## config.mk

```make
export PLATFORM = sky130hd
export DESIGN_NAME = alu_pipe_ctrl
export DESIGN_NICKNAME = d
export VERILOG_FILES = /design/src/rtl/alu_pipe_ctrl.sv
export SDC_FILE = /design/constraint.sdc
export NUM_CORES = 1
export LEC_CHECK = 0
export CAP_MARGIN = 15
export CORE_UTILIZATION = 45
export CTS_BUF_LIST = sky130_fd_sc_hd__clkbuf_16
export CTS_CLUSTER_SIZE = 25
export DETAILED_ROUTE_END_ITERATION = 8
export PLACE_DENSITY = 0.82
export RECOVER_POWER = 25
export SLEW_MARGIN = 25
export SYNTH_ARGS = -nofsm -noshare
export SYNTH_HDL_FRONTEND = slang
export SYNTH_SLANG_ARGS = --single-unit
```

## constraint.sdc

```tcl
create_clock -name clk -period 2.3 [get_ports clk]
set_input_delay 0.46 -clock clk [delete_from_list [all_inputs] [get_ports clk]]
set_output_delay 0.46 -clock clk [all_outputs]
set_load 0.02 [all_outputs]
```

## src/rtl/alu_pipe_ctrl.sv

```systemverilog
// -----------------------------------------------------------------------------
// alu_pipe_ctrl
//
// Sequencer for an 8-bit pipelined ALU datapath. It fetches 16-bit
// instructions over a valid/ready handshake and decodes them into ALU op,
// register addresses and immediate. It tracks a two-stage pipeline (EX, then
// WB), drives the register-file write enable and the forwarding select, and
// runs a halt/drain state machine.
//
// Instruction format:
//   [15:14] op  : 00 ADDI, 01 SLLI, 10 NOP, 11 HALT
//   [13:11] rd  : destination register
//   [10:8]  rs  : source register
//   [7:0]   imm : immediate
//
// Ports:
//   clk           in   system clock, rising edge
//   reset         in   synchronous, active-high reset
//   instr_req     out  fetch request at pc (RUN and not stalled)
//   pc            out  fetch address, PC_W bits
//   instr_valid   in   instr is valid this cycle
//   instr         in   16-bit instruction word
//   stall         in   external hold; freezes every stage
//   rs_ex         out  register-file read address of the EX instruction
//   imm_ex        out  immediate of the EX instruction
//   alu_op_ex     out  0 = add, 1 = shift-left
//   rd_wb         out  write-back destination register
//   reg_write_wb  out  register-file write enable
//   fwd_sel       out  1 = take the ALU operand from the write-back data
//   halted        out  pipeline drained after HALT
//   retire_cnt    out  16-bit count of write-back cycles
//                      (only when ALU_PIPE_CTRL_RETIRE_CNT_EN is defined)
//
// Parameters:
//   PC_W      program counter width
//   RESET_PC  pc value loaded on reset
//
// Optional feature macro: ALU_PIPE_CTRL_RETIRE_CNT_EN
// -----------------------------------------------------------------------------
module alu_pipe_ctrl #(
  parameter int unsigned          PC_W     = 8,
  parameter logic [PC_W-1:0]      RESET_PC = '0
) (
  input  logic            clk,
  input  logic            reset,
  output logic            instr_req,
  output logic [PC_W-1:0] pc,
  input  logic            instr_valid,
  input  logic [15:0]     instr,
  input  logic            stall,
  output logic [2:0]      rs_ex,
  output logic [7:0]      imm_ex,
  output logic            alu_op_ex,
  output logic [2:0]      rd_wb,
  output logic            reg_write_wb,
  output logic            fwd_sel,
  output logic            halted
`ifdef ALU_PIPE_CTRL_RETIRE_CNT_EN
  ,
  output logic [15:0]     retire_cnt
`endif
);

  // ---------------------------------------------------------------------------
  // Types
  // ---------------------------------------------------------------------------
  typedef enum logic [1:0] {
    ST_IDLE   = 2'd0,
    ST_RUN    = 2'd1,
    ST_DRAIN  = 2'd2,
    ST_HALTED = 2'd3
  } state_e;

  typedef enum logic [1:0] {
    OP_ADDI = 2'b00,
    OP_SLLI = 2'b01,
    OP_NOP  = 2'b10,
    OP_HALT = 2'b11
  } op_e;

  typedef struct packed {
    op_e        op;
    logic [2:0] rd;
    logic [2:0] rs;
    logic [7:0] imm;
  } instr_t;

  // ---------------------------------------------------------------------------
  // Signals
  // ---------------------------------------------------------------------------
  state_e          state_q, state_d;

  logic [PC_W-1:0] pc_q, pc_d;

  // EX stage
  logic            ex_valid_q, ex_valid_d;
  logic [2:0]      rs_ex_q, rs_ex_d;
  logic [2:0]      rd_ex_q, rd_ex_d;
  logic [7:0]      imm_ex_q, imm_ex_d;
  logic            alu_op_ex_q, alu_op_ex_d;

  // WB stage
  logic            wb_valid_q, wb_valid_d;
  logic [2:0]      rd_wb_q, rd_wb_d;

  instr_t          dec;
  logic            accept;
  logic            dec_writes;
  logic            halt_accept;

  assign dec = instr_t'(instr);

  // Only ADDI and SLLI produce a register result; NOP and HALT enter EX as
  // bubbles.
  assign dec_writes  = (dec.op == OP_ADDI) || (dec.op == OP_SLLI);

  // instr_req already excludes stall, so an accept never coincides with one.
  assign accept      = instr_req && instr_valid;
  assign halt_accept = accept && (dec.op == OP_HALT);

  // ---------------------------------------------------------------------------
  // FSM: state register
  // ---------------------------------------------------------------------------
  always_ff @(posedge clk) begin
    // NOTE: sequential state uses non-blocking assignments so every register
    // samples the pre-edge values of the others.
    if (reset) begin
      state_q <= ST_IDLE;
    end else begin
      state_q <= state_d;
    end
  end

  // ---------------------------------------------------------------------------
  // FSM: next-state logic
  // ---------------------------------------------------------------------------
  always_comb begin
    // NOTE: default every variable assigned here first so no path can infer a
    // latch.
    state_d = state_q;
    if (!stall) begin
      unique case (state_q)
        ST_IDLE:   state_d = ST_RUN;
        ST_RUN:    if (halt_accept) state_d = ST_DRAIN;
        // Decide on the stage contents after this edge, so halted rises two
        // cycles after the HALT accept rather than three.
        ST_DRAIN:  if (!ex_valid_d && !wb_valid_d) state_d = ST_HALTED;
        ST_HALTED: state_d = ST_HALTED;
        default:   state_d = ST_IDLE;
      endcase
    end
  end

  // ---------------------------------------------------------------------------
  // FSM: outputs
  // ---------------------------------------------------------------------------
  always_comb begin
    instr_req = (state_q == ST_RUN) && !stall;
    halted    = (state_q == ST_HALTED);
  end

  // ---------------------------------------------------------------------------
  // Pipeline next-state logic
  // ---------------------------------------------------------------------------
  always_comb begin
    pc_d        = pc_q;
    ex_valid_d  = ex_valid_q;
    rs_ex_d     = rs_ex_q;
    rd_ex_d     = rd_ex_q;
    imm_ex_d    = imm_ex_q;
    alu_op_ex_d = alu_op_ex_q;
    wb_valid_d  = wb_valid_q;
    rd_wb_d     = rd_wb_q;

    if (!stall) begin
      // EX -> WB advances on every non-stalled edge.
      wb_valid_d = ex_valid_q;
      rd_wb_d    = rd_ex_q;

      // Fetch -> EX: a bubble unless a register-writing instruction is taken.
      ex_valid_d = accept && dec_writes;

      if (accept) begin
        pc_d        = pc_q + PC_W'(1);
        rs_ex_d     = dec.rs;
        rd_ex_d     = dec.rd;
        imm_ex_d    = dec.imm;
        alu_op_ex_d = (dec.op == OP_SLLI);
      end
    end
  end

  // ---------------------------------------------------------------------------
  // Pipeline registers
  // ---------------------------------------------------------------------------
  always_ff @(posedge clk) begin
    if (reset) begin
      pc_q        <= RESET_PC;
      ex_valid_q  <= 1'b0;
      rs_ex_q     <= '0;
      rd_ex_q     <= '0;
      imm_ex_q    <= '0;
      alu_op_ex_q <= 1'b0;
      wb_valid_q  <= 1'b0;
      rd_wb_q     <= '0;
    end else begin
      pc_q        <= pc_d;
      ex_valid_q  <= ex_valid_d;
      rs_ex_q     <= rs_ex_d;
      rd_ex_q     <= rd_ex_d;
      imm_ex_q    <= imm_ex_d;
      alu_op_ex_q <= alu_op_ex_d;
      wb_valid_q  <= wb_valid_d;
      rd_wb_q     <= rd_wb_d;
    end
  end

  // ---------------------------------------------------------------------------
  // Outputs
  // ---------------------------------------------------------------------------
  assign pc        = pc_q;
  assign rs_ex     = rs_ex_q;
  assign imm_ex    = imm_ex_q;
  assign alu_op_ex = alu_op_ex_q;
  assign rd_wb     = rd_wb_q;

  // WB holds its instruction through a stall; gating the enable keeps the
  // register file from writing the same result on every stalled cycle.
  assign reg_write_wb = wb_valid_q && !stall;

  // The EX operand is the register the WB instruction is about to write, so
  // the register file would return the stale value.
  assign fwd_sel = ex_valid_q && wb_valid_q && (rs_ex_q == rd_wb_q);

`ifdef ALU_PIPE_CTRL_RETIRE_CNT_EN
  // ---------------------------------------------------------------------------
  // Retire counter: one count per write-back cycle, wraps at 16 bits. It holds
  // through stalls and HALTED because reg_write_wb is 0 there.
  // ---------------------------------------------------------------------------
  logic [15:0] retire_cnt_q, retire_cnt_d;

  always_comb begin
    retire_cnt_d = retire_cnt_q;
    if (reg_write_wb) begin
      retire_cnt_d = retire_cnt_q + 16'd1;
    end
  end

  always_ff @(posedge clk) begin
    if (reset) begin
      retire_cnt_q <= '0;
    end else begin
      retire_cnt_q <= retire_cnt_d;
    end
  end

  assign retire_cnt = retire_cnt_q;
`endif

endmodule
```

=== Word-level counts from Yosys, hierarchy flattened ===
Index checks and enable logic that the tools add are counted.

* Output and inout port bits: 27
* Register bits: 30

* Reduce and logical (&&, ||, !) cells: 16
* Bitwise logic cells: 1
* Add/subtract/negate cells: 1
* Equal/unequal tests: 8
* Muxes and demuxes: 5

{| class="wikitable"
|+ Operator list
! operator !! number
|-
| $add A8 B1 Y8 const B || 1
|-
| $logic_and A1 B1 Y1 || 8
|-
| $pmux W2 S4 || 1
|-
| $eq A2 B2 Y1 const B || 3
|-
| $eq A2 B1 Y1 const B || 2
|-
| $logic_not A2 Y1 || 2
|-
| $mux W2 || 2
|-
| $ne A2 B2 Y1 const B || 2
|-
| $eq A3 B3 Y1 || 1
|-
| $logic_not A1 Y1 || 3
|-
| $reduce_and A3 Y1 || 1
|-
| $mux W1 || 2
|-
| $reduce_and A2 Y1 || 1
|-
| $logic_or A1 B1 Y1 || 1
|-
| $not A1 Y1 || 1
|}

=== Logic depth before layout (Yosys ltp) ===
Gate-level depths: netlist of run 1.

* Depth in word-level cells: 9
* Gate-level depth with buffers: 6

=== Worst setup path after synthesis of run 1 ===
OpenSTA, ideal clock, no wires.

* Path kind: input to output
* Start point: input port stall
* End point: output port instr_req
* Data required time: 1,840 ps
* Path buffers: 1
* Path slack: 607 ps
* Stages on the path: 2
* Data arrival time: 1,233 ps
* Path through: buf_2 nor3b_1

* Word-level cells in the longest chain between the ends: 2

{| class="wikitable"
|+ Ends and longest elaborated chain
! element !! RTL line !! source
|-
| from (decl) || 50 || <nowiki>input logic stall,</nowiki>
|-
| $logic_not A1 Y1 || 158 || <nowiki>instr_req = (state_q == ST_RUN) && !stall;</nowiki>
|-
| $logic_and A1 B1 Y1 || 158 ||
|-
| to (decl) || 46 || <nowiki>output logic instr_req,</nowiki>
|}

Every way passes these cells.

=== Worst setup path in the final report of run 1 ===
* Start point: register rs_ex_q[0] (netlist: rs_ex[0])
* End point: output port fwd_sel

* Word-level cells in the longest chain between the ends: 2

{| class="wikitable"
|+ Ends and longest elaborated chain
! element !! RTL line !! source
|-
| from (decl) || 97 || <nowiki>logic [2:0] rs_ex_q, rs_ex_d;</nowiki>
|-
| from (signal assigned) || 209 || <nowiki>rs_ex_q <= rs_ex_d;</nowiki>
|-
| $eq A3 B3 Y1 || 233 || <nowiki>assign fwd_sel = ex_valid_q && wb_valid_q && (rs_ex_q == rd_wb_q);</nowiki>
|-
| $logic_and A1 B1 Y1 || 233 ||
|-
| to (decl) || 56 || <nowiki>output logic fwd_sel,</nowiki>
|}

Every way passes these cells.

==> out/results.txt, run 1 <==
Clock sink count: 30
Pwr/cell area: 676 nW/µm²
Post CTS Setup Buffer Count: 0
Pre-CTS setup slack: 0.00718 ns
Worst rel slew slack: 44.0%
Tmin final: 2.10 ns
Routed Antenna Nets: 0
Clock Power Share: 48.2%
Area Overhead vs Synth: 54.7%
F_max: 476 MHz
YS warnings: 0
Clk buf depth: 2
Die Ht: 53.7 µm
Fillers: 191
H-tree levels: 2
Routed via count: 1,177
PortBufs: 46
Commonest register cell after synthesis: dfxtp_1
R2R cell count: 4
Max Cap Viol: 0
Crit path max-delay cell type: clkdlybuf4s50_1
GR Overflow Total: 0
Vias in the first global route: 1,081
Post-Syn Area per Cell: 8.34 µm²
Sequential area share after synthesis: 50.0%
Crit. End Element: output pin
Mapped Area: 1200 µm²
Largest fanout on the critical path: 3
Critical Path RT: 1.84 ns
Die ar.: 2880 µm²
Placed cells: 218
CTS root buffer: clkbuf_16
# IOs: 47
Commonest non-fill, non-tap cell in the layout: clkdlybuf4s50_1
Synth cell types: 31
Placed cell area: 1730 µm²
Clk_skew: 0.00372 ns
Crit share post-route: 91.4%
Endpoints failing setup: 0
Inserted Diodes: 0
Global-route wire length before repair: 4660 µm
Reg2reg setup slack: 0.76 ns
Setup CP Type: reg -> out
CP top delay family: buffers and inverters
Hold Path Class: reg -> reg
#FFs+latches synth: 30
Post-DP HPWL: 2150 µm
Worst Hold Endpoint: rd_ex_q[0]
Number of remaining DRC errors: 0
Sequential share of power: 43.0%
CP startpoint kind: register
Post-synth EDFFs: 0
FFs w/ async S/R, synth: 0%
Total CTS buffers: 5
Hold_sp: rd_ex_q[0]
Crit-path cells: xnor2_1 > nand3_1 > nor3_1 > clkdlybuf4s50_1
Synth Instances: 144
R2R Path Start: state_q[1]
Setup_tns: 0 ns
WL per Instance: 13.7 µm
First-pass DRT Iterations: 4
Worst Tran Pin Value: 0.840 ns
Starting density of the core: 48.0%
Largest net degree at the start of global routing: 20
WP data arrival: 1.64 ns
WP buf/inv: 1
Most frequent cells in the layout: clkdlybuf4s50_1, nand2_1, dfxtp_1
GRT Total Usage: 23.8%
Via/cell ratio: 5.23
Die width: 53.7 µm
Clock transition at path regs: 0.05 ns
Total core area: 2500 µm²
Initial antenna violation count: 0
PnR worst setup slack: 0.198 ns
P_sw: 0.275 mW
Post-layout instance area: 1860 µm²
Post-Route Utilization: 74.3%
LEAKAGE: 0.719 nW
Share of layout cells above drive strength 1: 7.69%
Switching Fraction: 21.9%
Hold path depth: 2
Logic pwr share: 8.7%
Clock Latency Late Sink: 0.27 ns
Final hold vios: 0
Total wire length: 3080 µm
Initial DRC count: 9
Fin cells: 225
Overall power: 1.26 mW
Max-slew violations: 0
Status: completed
Worst flop-to-flop path endpoint: pc[5]
Hold_ws: 0.452 ns
NumNets Final: 216
Worst VDD drop: 0.670 mV
FP Rows: 18
Power Internal: 0.981 mW
CTS tree: done
Routability-driven placement congestion ratio: 0.743
Post-Syn Nets: 165
RSZ-0062 raised after global routing: false
Worst path max stage delay: 0.63 ns
-- routing by layer --
layer / track usage [%] / vias up / part of all wire (%)
li1: - / 589 / -
met1: 25.5 / 547 / 43
met2: 40.9 / 35 / 50
met3: 7.63 / 6 / 5.1
met4: 12.7 / 0 / 1.8
met5: 0 / - / 0
-- flip-flops by register name, indices dropped and copies added, names as in the netlist --
signal / flops
wb_valid_q: 1
pc: 8
ex_valid_q: 1
rd_ex_q: 3
imm_ex: 8
rs_ex: 3
alu_op_ex: 1
rd_wb: 3
state_q: 2
-- synthesized netlist by cell type, types with 2 or more instances --
master	count	area [µm²]
mux2i_1	4	40.0
o21ai_0	3	15.0
a21oi_1	22	110
inv_1	3	11.3
or3_1	3	18.8
xor2_1	2	17.5
o31ai_1	2	15.0
nor2_1	10	37.5
or4_1	2	15.0
buf_2	3	15.0
dfxtp_1	30	601
nor3_1	2	10.0
xnor2_1	2	17.5
nand3_1	4	20.0
clkbuf_1	4	15.0
nand2_1	33	124
-- cell families after synthesis --
logic type / after synthesis / share of synthesized area [%]
compound gates: 30 / 13.5
mux: 5 / 4.27
fa+ha+maj: 1 / 1.04
xor+xnor: 4 / 2.92
buf+inv: 12 / 4.37
flops: 30 / 50.0
simple gates: 62 / 23.9
-- power by group through the flow --
| stage | Clock, mW | Combinational (mW) | Sequential (mW) |
|---|---|---|---|
| after floorplan | 0 | 0.0390 | 0.558 |
| after global routing | 0.644 | 0.119 | 0.541 |
| after CTS | 0.616 | 0.113 | 0.541 |
| after global placement | 0 | 0.110 | 0.550 |
| final | 0.606 | 0.110 | 0.541 |
| after detailed placement | 0 | 0.112 | 0.551 |
-- worst max path at each step --
stage | start | to | slack, ns | depth (start not counted)
finish | rs_ex[0] | fwd_sel | 0.20 | 4
CTS | stall | reg_write_wb | 0.03 | 4
global placement | stall | reg_write_wb | 0.05 | 4
global route | rs_ex[0] | fwd_sel | 0.12 | 4
detailed placement | stall | instr_req | 0.007 | 3
floorplan | stall | instr_req | 0.61 | 2
-- cell type report --
| type | instances | area, µm² | area share, % |
|---|---|---|---|
| sequential | 30 | 601 | 32.3 |
| clock inverter | 2 | 10.0 | 0.539 |
| tap | 30 | 37.5 | 2.02 |
| inverter | 3 | 11.3 | 0.606 |
| timing repair buffer | 53 | 510 | 27.5 |
| multi-input combinational | 102 | 563 | 30.3 |
| clock buffer | 5 | 125 | 6.73 |
-- tightest hold or removal path: stages, from the launching register on --
cell and delay (ns):
dfxtp_1 0.30, nand2_1 0.05, a21oi_1 0.05
-- repair_timing --
action	CTS	global route
hold buffers	0	0
endpoints found under the hold margin	0	0
endpoints found under the setup margin	1	1
gates resized for setup	1	1
pin swaps	0	0
Power figures use the tool's default switching activity.
==> inputs of run 2 (changes only) <==
--- a/config.mk
+++ b/config.mk
@@ -12,6 +12,7 @@
 export DETAILED_ROUTE_END_ITERATION = 8
 export PLACE_DENSITY = 0.82
 export RECOVER_POWER = 25
+export SKIP_CTS_REPAIR_TIMING = 1
 export SLEW_MARGIN = 25
 export SYNTH_ARGS = -nofsm -noshare
 export SYNTH_HDL_FRONTEND = slang
==> out/results.txt, run 2 (synthesized netlist as in run 1, its figures left out) <==
Status: completed
Hold_ws: 0.452 ns
Final hold vios: 0
Total core area: 2500 µm²
Max Cap Viol: 0
Setup_tns: 0 ns
Clock Power Share: 48.2%
Via/cell ratio: 5.23
Die Ht: 53.7 µm
Clk_skew: 0.00372 ns
Switching Fraction: 21.9%
Post-layout instance area: 1860 µm²
Routed via count: 1,177
Routed Antenna Nets: 0
Global-route wire length before repair: 4660 µm
Most frequent cells in the layout: clkdlybuf4s50_1, nand2_1, dfxtp_1
Setup CP Type: reg -> out
Share of layout cells above drive strength 1: 7.69%
Critical Path RT: 1.84 ns
Overall power: 1.26 mW
Clock Latency Late Sink: 0.27 ns
CP startpoint kind: register
Die width: 53.7 µm
Largest fanout on the critical path: 3
Area Overhead vs Synth: 55.0%
Sequential share of power: 43.0%
GRT Total Usage: 23.8%
Placed cells: 218
Vias in the first global route: 1,081
Crit. End Element: output pin
Crit share post-route: 91.4%
Die ar.: 2880 µm²
PortBufs: 46
Placed cell area: 1730 µm²
PnR worst setup slack: 0.198 ns
Clock transition at path regs: 0.05 ns
Hold Path Class: reg -> reg
WP data arrival: 1.64 ns
WL per Instance: 13.7 µm
Power Internal: 0.982 mW
Clock sink count: 30
F_max: 476 MHz
Initial DRC count: 9
Largest net degree at the start of global routing: 20
Total CTS buffers: 5
Total wire length: 3080 µm
CTS root buffer: clkbuf_16
Post-DP HPWL: 2150 µm
Post-Route Utilization: 74.5%
# IOs: 47
P_sw: 0.275 mW
Pre-CTS setup slack: 0.00718 ns
H-tree levels: 2
CTS tree: done
First-pass DRT Iterations: 4
RSZ-0062 raised after global routing: false
Routability-driven placement congestion ratio: 0.743
Clk buf depth: 2
Initial antenna violation count: 0
FP Rows: 18
Tmin final: 2.10 ns
Logic pwr share: 8.8%
Endpoints failing setup: 0
Reg2reg setup slack: 0.76 ns
Worst VDD drop: 0.670 mV
Commonest non-fill, non-tap cell in the layout: clkdlybuf4s50_1
GR Overflow Total: 0
Starting density of the core: 48.0%
NumNets Final: 216
Number of remaining DRC errors: 0
Fin cells: 225
Inserted Diodes: 0
Worst rel slew slack: 44.0%
LEAKAGE: 0.731 nW
Max-slew violations: 0
Pwr/cell area: 675 nW/µm²
Worst Tran Pin Value: 0.840 ns
run 2: cell count changes in the layout (fill, tap and decap cells not counted), sizes merged:
cell | before | now
dlygate4sd2 | 1 | 0
dlymetal6s2s | 1 | 2
run 2: path summary, 6_finish.rpt:
kind / cells past startpoint / start / endpoint
worst max-delay path: 4 / rs_ex[0] / fwd_sel
worst min-delay path: 2 / rd_ex_q[0] / rd_ex_q[0]
worst max register to register: 4 / state_q[1] / pc[5]
worst min register to register: 2 / rd_ex_q[0] / rd_ex_q[0]
run 2: worst max-delay path, stage by stage, from the launching register on:
cell	delay (ns)
dfxtp_1	0.32
xnor2_1	0.19
nand3_1	0.10
nor3_1	0.13
clkdlybuf4s50_1	0.63
run 2: power groups by stage:
stage	logic (mW)	registers (mW)	clock network, mW
3_3_place_gp	0.110	0.550	0
6_report	0.110	0.541	0.606
2_1_floorplan	0.0390	0.558	0
4_1_cts	0.113	0.541	0.616
5_1_grt	0.119	0.541	0.644
3_5_place_dp	0.112	0.551	0
run 2: layout make-up:
type	count	area [µm²]
sequential	30	601
tap	30	37.5
clock buffer	5	125
multi-input combinational	102	563
inverter	3	11.3
timing repair buffer	53	514
clock inverter	2	10.0
fill	189	638
run 2: routing by layer:
layer	vias to the layer above	wire [µm]	share of wire (%)	GRT usage (%)
met4	0	54	1.8	12.7
met1	547	1320	43	25.5
li1	589	-	-	-
met3	6	158	5.1	7.63
met5	-	0	0	0
met2	35	1550	50	40.9
==> edit, RTL diff (settings of run 1) <==
The parameter `PC_W` goes from 8 to 6.
--- a/src/rtl/alu_pipe_ctrl.sv
+++ b/src/rtl/alu_pipe_ctrl.sv
@@ -39,5 +39,5 @@
 // -----------------------------------------------------------------------------
 module alu_pipe_ctrl #(
-  parameter int unsigned          PC_W     = 8,
+  parameter int unsigned          PC_W     = 6,
   parameter logic [PC_W-1:0]      RESET_PC = '0
 ) (
Interface: changed (resized pc); port bits go from 47 to 45. No check against the original RTL was run, so the function may have changed too.
==> edit against run 1 <==
Non-clock buffer count shrank 2; wire length is 11% lower; sequential cell count down 2; hold slack gained 5.9 ps; utilization up 0.61 points; area after synthesis shrank 6.4%; global-route usage decreased by 1.4 points; maximum frequency down 6.4%; cell area fell by 8.2%; sequential power is 6.7% lower; setup slack worse by 140 ps; total power shrank 11%; register-to-register slack barely moved; critical path type is now input pin to primary output; critical endpoint is now reg_write_wb; largest power group is now sequential cells.
==> edit: results (changes against run 1) <==
* Status: complete, no violations
* Antenna Cells at 0 (unchanged)
* GP Congestion at 0.723 (-2.7%)
* Net count, final at 199 (-7.9%)
* Critical path's largest stage delay at 600 ps (-30 ps)
* Port Buffers at 44 (-4.3%)
* H-Tree Depth at 1 (-1)
* Max FFs per register at 8
* Area contributors post-synth: dfxtp_1, nand2_1, a21oi_1, mux2i_1, nor2_1
* Synth Area in XOR/XNOR at 0.0311 (+0.00198)
* CTS Buf Count at 3 (-2)
* Post-synthesis mux area share at 0.0456 (+0.00290)
* Seq/Total Area, Yosys at 0.498 (-0.00167)
* Cell Area, Placed at 1610 um2 (-6.7%)
* DP HPWL at 1.98 mm (-7.6%)
* Via Count at 1052 (-11%)
* Leak at 0.646 nW (-10%)
* First-pass GRT wire length at 4.37 mm (-6.2%)
* Distinct cells, synth at 28 (-9.7%)
* Final Hold Viols at 0 (unchanged)
* Vias in the first global route at 1021 (-5.6%)
* Layout cells sized above 1 at 0.0508 (-0.0261)
* GR Overflow Total at 0 (unchanged)
* Peak VDD IR at 0.641 mV (-4.3%)
* Clock skew at 3.88 ps (+0.166 ps)
* Post-CTS Setup Repair Bufs at 0 (unchanged)
* Slew headroom at 0.533 (+0.0927)
* Top delay family on crit path: buffers and inverters
* Fillcell total at 165 (-14%)
* Largest net degree at the start of global routing at 17 (-15%)
* Worst skew pair latency at 260 ps
* Ys async rst share at 0 (unchanged)
* Initial drt markers at 20 (+11)
* Top cells by count, synth: nand2_1, dfxtp_1, a21oi_1
* Total track usage at 0.224 (-0.0139)
* Post-synthesis adder-cell area fraction at 0.0111 (+0.000707)
* Crit path max fanout at 9 (+6)
* Antenna violations before repair at 0 (unchanged)
* Post-route cell area at 1710 um2 (-8.2%)
* Sw Pwr at 0.000216 W (-22%)
* Compound-Gate Fraction of Synth Area at 0.123 (-0.0119)
* Placement Setup Slack at -63.1 ps (-70.3 ps)
* Worst Slack Setup Final at 53.9 ps (-144 ps)
* Synthesized Nets at 151 (-8.5%)
* Total Wirelength at 2.75 mm (-11%)
[edit: cell count changes in the layout (fill, tap and decap cells not counted), moves of 3 or more]
cell | run 1 | this run
dlygate4sd3_1 | 8 | 1
clkdlybuf4s50_1 | 36 | 41
nor2b_1 | 1 | 4
o21ai_0 | 3 | 0
[edit: worst paths after layout]
| kind | endpoint | from | slack (ps) | cells after the start |
|---|---|---|---|---|
| min | alu_op_ex$_SDFFE_PP0P_ | alu_op_ex$_SDFFE_PP0P_ | 460 | 2 |
| max reg2reg | pc[0]$_SDFFE_PP0P_ | state_q[0]$_SDFFE_PP0P_ | 760 | 4 |
| min reg2reg | alu_op_ex$_SDFFE_PP0P_ | alu_op_ex$_SDFFE_PP0P_ | 460 | 2 |
| max | reg_write_wb | stall | 50 | 4 |
[edit: power by group through the flow]
| stage | Clock [W] | Combinational, W | Sequential (W) |
|---|---|---|---|
| after floorplan | 0 | 0.0000405 | 0.000523 |
| after global placement | 0 | 0.000109 | 0.000515 |
| after detailed placement | 0 | 0.000111 | 0.000516 |
| after CTS | 0.000516 | 0.000111 | 0.000505 |
| after global routing | 0.000531 | 0.000117 | 0.000506 |
| final | 0.000504 | 0.000108 | 0.000505 |
[edit: cell type report]
| cell class | instances | share of cell area |
|---|---|---|
| flip-flops and latches | 28 | 0.329 |
| clock buffers | 3 | 0.0440 |
| clock inverters | 1 | 0.0176 |
| multi-input cells | 93 | 0.304 |
| well taps | 28 | 0.0205 |
| repair buffers | 51 | 0.283 |
| inverters | 1 | 0.00220 |
[edit: kinds of logic (layout without fill, tap and decap cells)]
kind of cell	Yosys count	count (layout)
muxes	5	5
adders and majority gates	1	1
DFF	28	28
AOI/OAI and AO/OA	26	26
xor gates and xnor gates	4	4
and+or+nand+nor	57	57
buffers and inverters	9	56
[edit: metrics by stage]
step,instances,total power [W]
after floorplan,130,0.000563
final,205,0.00112
after detailed placement,201,0.000626
after global placement,201,0.000623
after global routing,205,0.00115
after CTS,205,0.00113
[edit: worst reg2reg max path: stages, from the launching register on]
cell and delay (ps):
dfxtp_1 450, and4bb_1 310, clkbuf_1 410, xnor2_1 190
nor2_1 60
[edit: per-layer routing]
layer	routed length, um	up-vias	track usage
met5	0	-	0
met4	8	0	0.0541
met3	115	2	0.0556
met2	1520	27	0.427
met1	1100	494	0.240
li1	-	529	-
